**config.mk**
```make
export PLATFORM = sky130hd
export DESIGN_NAME = muldiv_seq_ctrl
export DESIGN_NICKNAME = d
export VERILOG_FILES = /design/src/rtl/muldiv_seq_ctrl.sv
export SDC_FILE = /design/constraint.sdc
export NUM_CORES = 1
export LEC_CHECK = 0
export BUFFER_PORTS_ARGS = -buffer_cell sky130_fd_sc_hd__buf_2
export CAP_MARGIN = 20
export CORE_UTILIZATION = 50
export DETAILED_ROUTE_END_ITERATION = 10
export PLACE_DENSITY = 0.68
export SKIP_LAST_GASP = 1
export SLEW_MARGIN = 20
export SYNTH_ARGS = -nofsm -noshare
export SYNTH_HDL_FRONTEND = slang
export SYNTH_HIERARCHICAL = 1
export SYNTH_SLANG_ARGS = --single-unit
```
**constraint.sdc**
```tcl
create_clock -name clk -period 4.2 [get_ports clk]
set_clock_uncertainty 0.05 [all_clocks]
set_input_delay 0.21 -clock clk [delete_from_list [all_inputs] [get_ports clk]]
set_output_delay 0.21 -clock clk [all_outputs]
set_load 0.01 [all_outputs]
```
**src/rtl/muldiv_seq_ctrl.sv**
```systemverilog
// Sequential unsigned multiply/divide: shift-add multiply and restoring shift-subtract
// divide, one bit per clock, time-sharing a single NBITS-wide carry-lookahead adder.

module carrylookahead #(
    parameter int NBITS = 6
) (
    input  logic [NBITS-1:0] x,
    input  logic [NBITS-1:0] y,
    input  logic             cin,
    output logic [NBITS-1:0] sum,
    output logic             cout
);
    logic [NBITS-1:0] p;
    logic [NBITS-1:0] g;
    logic [NBITS:0]   c;
    logic             term;

    assign p = x ^ y;
    assign g = x & y;

    // Each carry is the flat OR of generate terms propagated up to it, plus cin propagated.
    always_comb begin
        c    = '0;
        term = 1'b0;
        c[0] = cin;
        for (int i = 0; i < NBITS; i++) begin
            term = cin;
            for (int k = 0; k <= i; k++) term = term & p[k];
            c[i+1] = term;
            for (int j = 0; j <= i; j++) begin
                term = g[j];
                for (int k = j + 1; k <= i; k++) term = term & p[k];
                c[i+1] = c[i+1] | term;
            end
        end
    end

    assign sum  = p ^ c[NBITS-1:0];
    assign cout = c[NBITS];
endmodule

module muldiv_seq_ctrl #(
    parameter int NBITS = 6
) (
    input  logic               clk,
    input  logic               rst,
    input  logic               start,
    input  logic               op,
    input  logic [NBITS-1:0]   a,
    input  logic [NBITS-1:0]   b,
    output logic               busy,
    output logic               done,
    output logic [2*NBITS-1:0] product,
    output logic [NBITS-1:0]   quotient,
    output logic [NBITS-1:0]   remainder,
    output logic               div_by_zero,
    output logic [1:0]         dbg_state
);
    localparam int CW = $clog2(NBITS);

    typedef enum logic [1:0] {
        IDLE = 2'd0,
        CALC = 2'd1,
        DONE = 2'd2
    } state_t;

    state_t             state_q;
    state_t             state_d;
    logic               op_q;
    logic [NBITS-1:0]   b_q;
    logic [CW-1:0]      cnt_q;
    // Shared working register: {P_hi, P_lo} for multiply, {R, Q} for divide.
    logic [2*NBITS-1:0] p_q;
    logic [2*NBITS-1:0] p_step;
    logic [NBITS-1:0]   trial;
    logic [NBITS-1:0]   add_x;
    logic [NBITS-1:0]   add_y;
    logic               add_cin;
    logic [NBITS-1:0]   add_sum;
    logic               add_cout;
    logic               accept;

    carrylookahead #(.NBITS(NBITS)) u_add (
        .x    (add_x),
        .y    (add_y),
        .cin  (add_cin),
        .sum  (add_sum),
        .cout (add_cout)
    );

    assign trial = {p_q[2*NBITS-2:NBITS], p_q[NBITS-1]};

    always_comb begin
        add_x   = p_q[2*NBITS-1:NBITS];
        add_y   = p_q[0] ? b_q : '0;
        add_cin = 1'b0;
        if (op_q) begin
            add_x   = trial;
            add_y   = ~b_q;
            add_cin = 1'b1;
        end
    end

    // A set R msb means the trial value exceeds NBITS bits, so it always covers the divisor.
    assign accept = p_q[2*NBITS-1] | add_cout;

    always_comb begin
        p_step = {add_cout, add_sum, p_q[NBITS-1:1]};
        if (op_q) begin
            if (accept) p_step = {add_sum, p_q[NBITS-2:0], 1'b1};
            else        p_step = {trial, p_q[NBITS-2:0], 1'b0};
        end
    end

    always_comb begin
        state_d = state_q;
        case (state_q)
            IDLE: if (start) state_d = (op && (b == '0)) ? DONE : CALC;
            CALC: if (cnt_q == '0) state_d = DONE;
            DONE: state_d = IDLE;
            default: state_d = IDLE;
        endcase
    end

    always_ff @(posedge clk or posedge rst) begin
        if (rst) state_q <= IDLE;
        else     state_q <= state_d;
    end

    always_ff @(posedge clk or posedge rst) begin
        if (rst) begin
            op_q        <= 1'b0;
            b_q         <= '0;
            cnt_q       <= '0;
            p_q         <= '0;
            product     <= '0;
            quotient    <= '0;
            remainder   <= '0;
            div_by_zero <= 1'b0;
        end else begin
            case (state_q)
                IDLE: begin
                    if (start) begin
                        op_q  <= op;
                        b_q   <= b;
                        cnt_q <= CW'(NBITS - 1);
                        p_q   <= {{NBITS{1'b0}}, a};
                        if (op && (b == '0)) begin
                            quotient    <= '1;
                            remainder   <= a;
                            div_by_zero <= 1'b1;
                        end
                    end
                end
                CALC: begin
                    p_q <= p_step;
                    if (cnt_q != '0) begin
                        cnt_q <= cnt_q - CW'(1);
                    end else if (op_q) begin
                        quotient    <= p_step[NBITS-1:0];
                        remainder   <= p_step[2*NBITS-1:NBITS];
                        div_by_zero <= 1'b0;
                    end else begin
                        product <= p_step;
                    end
                end
                default: ;
            endcase
        end
    end

    assign busy      = (state_q != IDLE);
    assign done      = (state_q == DONE);
    assign dbg_state = state_q;
endmodule

```
==> flow_results.xml <==
<?xml version="1.0" encoding="UTF-8"?>
<metrics>
  <group name="sta">
    <metric name="post-route-worst-setup-slack" unit="ps">562</metric>
    <metric name="timing.final.setup_violations" unit="">0</metric>
    <metric name="final_min_period_over_clock_period" unit="%">86.6</metric>
    <metric name="achievable-frequency" unit="MHz">275</metric>
    <metric name="fin_worst_hold_slack" unit="ps">-25.4</metric>
    <metric name="slew_headroom" unit="%">43.0</metric>
    <metric name="tightest_slew" unit="ps">855</metric>
    <metric name="slew_violations" unit="">0</metric>
    <metric name="fin_tns_setup" unit="ps">0</metric>
    <metric name="finalCriticalPeriod" unit="ps">3640</metric>
    <metric name="final-hold-violation-count" unit="">14</metric>
    <metric name="rsz_0062_raised_after_global_routing" unit="">no</metric>
  </group>
  <group name="route">
    <metric name="firstDrtPassIters" unit="">4</metric>
    <metric name="detail_routed_net_length_per_standard_cell" unit="µm">15.1</metric>
    <metric name="post-route-drc-count" unit="">0</metric>
    <metric name="drt.antenna.violating_nets" unit="">0</metric>
    <metric name="drt-total-wl" unit="mm">5.51</metric>
    <metric name="first_iter_violations" unit="">117</metric>
    <metric name="vias_per_cell" unit="">5.45</metric>
    <metric name="dr_total_vias" unit="">1995</metric>
  </group>
  <group name="critical_path">
    <metric name="crit_type" unit="">reg -&gt; reg</metric>
    <metric name="worstSetupEndpointType" unit="">flip-flop</metric>
    <metric name="worst_ep_required_time" unit="ps">4380</metric>
    <metric name="critical_path.reg2reg.startpoint" unit="">op_q$_DFFE_PP0P_</metric>
    <metric name="timing.critical_path.from_type" unit="">flip-flop</metric>
    <metric name="crit_arrival" unit="ps">3820</metric>
    <metric name="crit_fanout" unit="">21</metric>
    <metric name="worstSetupStartpoint" unit="">op_q$_DFFE_PP0P_</metric>
  </group>
  <group name="synthesis">
    <metric name="synthDominantCellAreaShare" unit="%">45.6</metric>
    <metric name="mappedNetlistArea" unit="µm²">2690</metric>
    <metric name="ys_ff_latch" unit="">49</metric>
    <metric name="yosys_warns" unit="">6</metric>
    <metric name="yosysTopAreaCell" unit="">dfrtp_1</metric>
    <metric name="avg_synthesized_cell_area" unit="µm²">10.6</metric>
    <metric name="synth.lib_cells_used.distinct" unit="">40</metric>
    <metric name="mappedNetlistNets" unit="">279</metric>
    <metric name="synthCells" unit="">253</metric>
    <metric name="synth_top_cells_by_area" unit="">dfrtp_1 (46%), mux2_2 (8.0%), mux2i_1 (4.5%)</metric>
    <metric name="seq_area_frac_synth" unit="%">45.6</metric>
  </group>
  <group name="layout">
    <metric name="final_nets" unit="">321</metric>
    <metric name="num-fill-cells" unit="">487</metric>
    <metric name="layout_overhead_on_the_synthesized_area" unit="%">13.5</metric>
    <metric name="drive_gt1_share" unit="%">29.7</metric>
    <metric name="num_antenna_cells" unit="">0</metric>
  </group>
  <group name="clock_tree">
    <metric name="cts.repair.resized" unit="">0</metric>
    <metric name="cts_buffer_depth" unit="">2</metric>
    <metric name="numCtsBuffers" unit="">5</metric>
    <metric name="number_of_setup_buffers_added_after_cts" unit="">0</metric>
    <metric name="worstSkewPairLatency" unit="ps">310</metric>
    <metric name="clk_pin_slew_worst_paths" unit="ps">90</metric>
    <metric name="cts_num_sinks" unit="">49</metric>
    <metric name="cts_root_buffer" unit="">clkbuf_8</metric>
    <metric name="cts.hold.buffers_added" unit="">0</metric>
    <metric name="cts_tree" unit="">built</metric>
    <metric name="ctsHtreeMaxLevel" unit="">2</metric>
  </group>
  <group name="placement">
    <metric name="number_of_port_buffers" unit="">44</metric>
    <metric name="globalplace.congestion" unit="">0.852</metric>
    <metric name="pre_cts_ws" unit="ps">595</metric>
    <metric name="detailed_place_hpwl" unit="mm">4.11</metric>
  </group>
  <group name="floorplanning">
    <metric name="die_area" unit="µm²">5670</metric>
    <metric name="pin_count" unit="">45</metric>
    <metric name="std_cell_core_area" unit="µm²">5140</metric>
    <metric name="initial_cell_density_of_the_core" unit="%">52.3</metric>
    <metric name="core.rowCount" unit="">26</metric>
    <metric name="die_w" unit="µm">75.3</metric>
    <metric name="die_h" unit="µm">75.3</metric>
  </group>
  <group name="power">
    <metric name="power_per_unit_of_standard_cell_area" unit="nW/µm²">972</metric>
    <metric name="power" unit="mW">2.96</metric>
    <metric name="vdd_drop_max" unit="V">0.000562</metric>
    <metric name="leakagePower" unit="nW">1.51</metric>
  </group>
  <group name="status">
    <metric name="violations" unit="">negative hold slack</metric>
    <metric name="run_status" unit="">complete, but fails checks</metric>
  </group>
  <group name="grt">
    <metric name="gr-total-overflow" unit="">0</metric>
    <metric name="grt_max_degree" unit="">50</metric>
    <metric name="grt_pass1_wl" unit="mm">9.04</metric>
    <metric name="first_global_vias" unit="">1828</metric>
    <metric name="global_route.usage.total" unit="%">21.4</metric>
    <metric name="grt_antenna_before_repair" unit="">0</metric>
  </group>
  <group name="flow_run">
    <metric name="max_cap_violations" unit="">0</metric>
  </group>
  <group name="hold_path">
    <metric name="hold_path_class" unit="">in -&gt; async</metric>
  </group>
</metrics>
## logic make-up after synthesis
kind of cell / share of synthesized area [%]
AOI/OAI and AO/OA: 13.6
xor gates and xnor gates: 1.30
adders and majority gates: 4.94
buffers and inverters: 3.91
DFF: 45.6
muxes: 18.0
and+or+nand+nor: 12.6
## critical path, cell delays in order (launching register included)
cell,delay (ps)
dfrtp_1,450
buf_4,280
mux2_2,390
ha_1,280
ha_1,190
o211ai_1,260
a21oi_1,120
or3_1,480
or3b_2,500
a311oi_1,340
a21oi_1,70
mux2i_1,140
## state kept, by name, summed over array words and instances, names as in the netlist
signal / count
cnt_q: 3
dbg_state: 2
product: 12
p_q: 12
quotient: 6
b_q: 6
remainder: 6
div_by_zero: 1
op_q: 1
## layout make-up
class                   count  area, µm²  share of cell area [%]
clock buffers               5       68.8                    2.26
repair buffers             48        250                    8.21
clock inverters             3       17.5                   0.575
multi-input cells         180       1360                    44.5
well taps                  70       87.6                    2.87
flip-flops and latches     49       1230                    40.2
inverters                  11       42.5                    1.40
## cells in the final DEF, fill, tap and decap left out, drive strengths merged, types with 2 or more instances in the layout
master,instances
buf,48
nand2,21
nor2,19
a21o,9
mux2i,12
or3,2
clkbuf,5
or3b,5
clkinv,3
xor2,4
nor3b,2
a211o,2
mux2,31
ha,9
dfrtp,49
nand2b,3
a211oi,2
nor2b,3
nor3,5
a311oi,5
o21ai,17
a21oi,18
inv,10
## routing by layer
layer	vias up	GRT usage (%)	routed length [µm]
met4	0	6.58	63
met1	970	31.2	2680
met5	-	0	0
met2	38	32.1	2530
li1	981	-	-
met3	6	4.63	237
## worst paths after layout
kind / to / slack (ps) / depth (start not counted)
min: quotient[3]$_DFFE_PP0P_ / -30 / 2
max: remainder[2]$_DFFE_PP0P_ / 560 / 11
min in group clk: b_q[2]$_DFFE_PP0P_ / 110 / 2
max in group asynchronous: p_q[7]$_DFFE_PP0P_ / 3600 / 2
max reg2reg: remainder[2]$_DFFE_PP0P_ / 560 / 11
min reg2reg: cnt_q[0]$_DFFE_PP0P_ / 420 / 1
## metrics by stage
step | util, % | instances | area [µm²]
after floorplan | - | 253 | 2690
after global placement | 57.6 | 358 | 2960
after detailed placement | 57.6 | 358 | 2960
after CTS | 59.3 | 366 | 3050
after global routing | 59.3 | 366 | 3050
final | 59.3 | 366 | 3050
## report_power, final
part / internal (mW) / leakage [nW] / switching, mW
sequential: 0.710 / 0.584 / 0.173
combinational: 0.801 / 0.878 / 1.00
clock: 0.115 / 0.0439 / 0.160
## cells in the mapped netlist, drive strengths merged
| master | instances |
|---|---|
| a211o | 2 |
| a211oi | 2 |
| a21o | 9 |
| a21oi | 18 |
| a22oi | 1 |
| a311oi | 5 |
| and2 | 1 |
| and2b | 1 |
| buf | 6 |
| clkbuf | 7 |
| dfrtp | 49 |
| fa | 1 |
| ha | 9 |
| inv | 11 |
| mux2 | 31 |
| mux2i | 12 |
| nand2 | 21 |
| nand2b | 3 |
| nand3 | 1 |
| nor2 | 19 |
| nor2b | 3 |
| nor3 | 5 |
| nor3b | 2 |
| nor4b | 1 |
| o211ai | 1 |
| o21a | 1 |
| o21ai | 17 |
| o21bai | 1 |
| o221ai | 1 |
| o31ai | 1 |
| or3 | 2 |
| or3b | 5 |
| xor2 | 4 |
No activity file was read; power rests on OpenSTA's default activity.
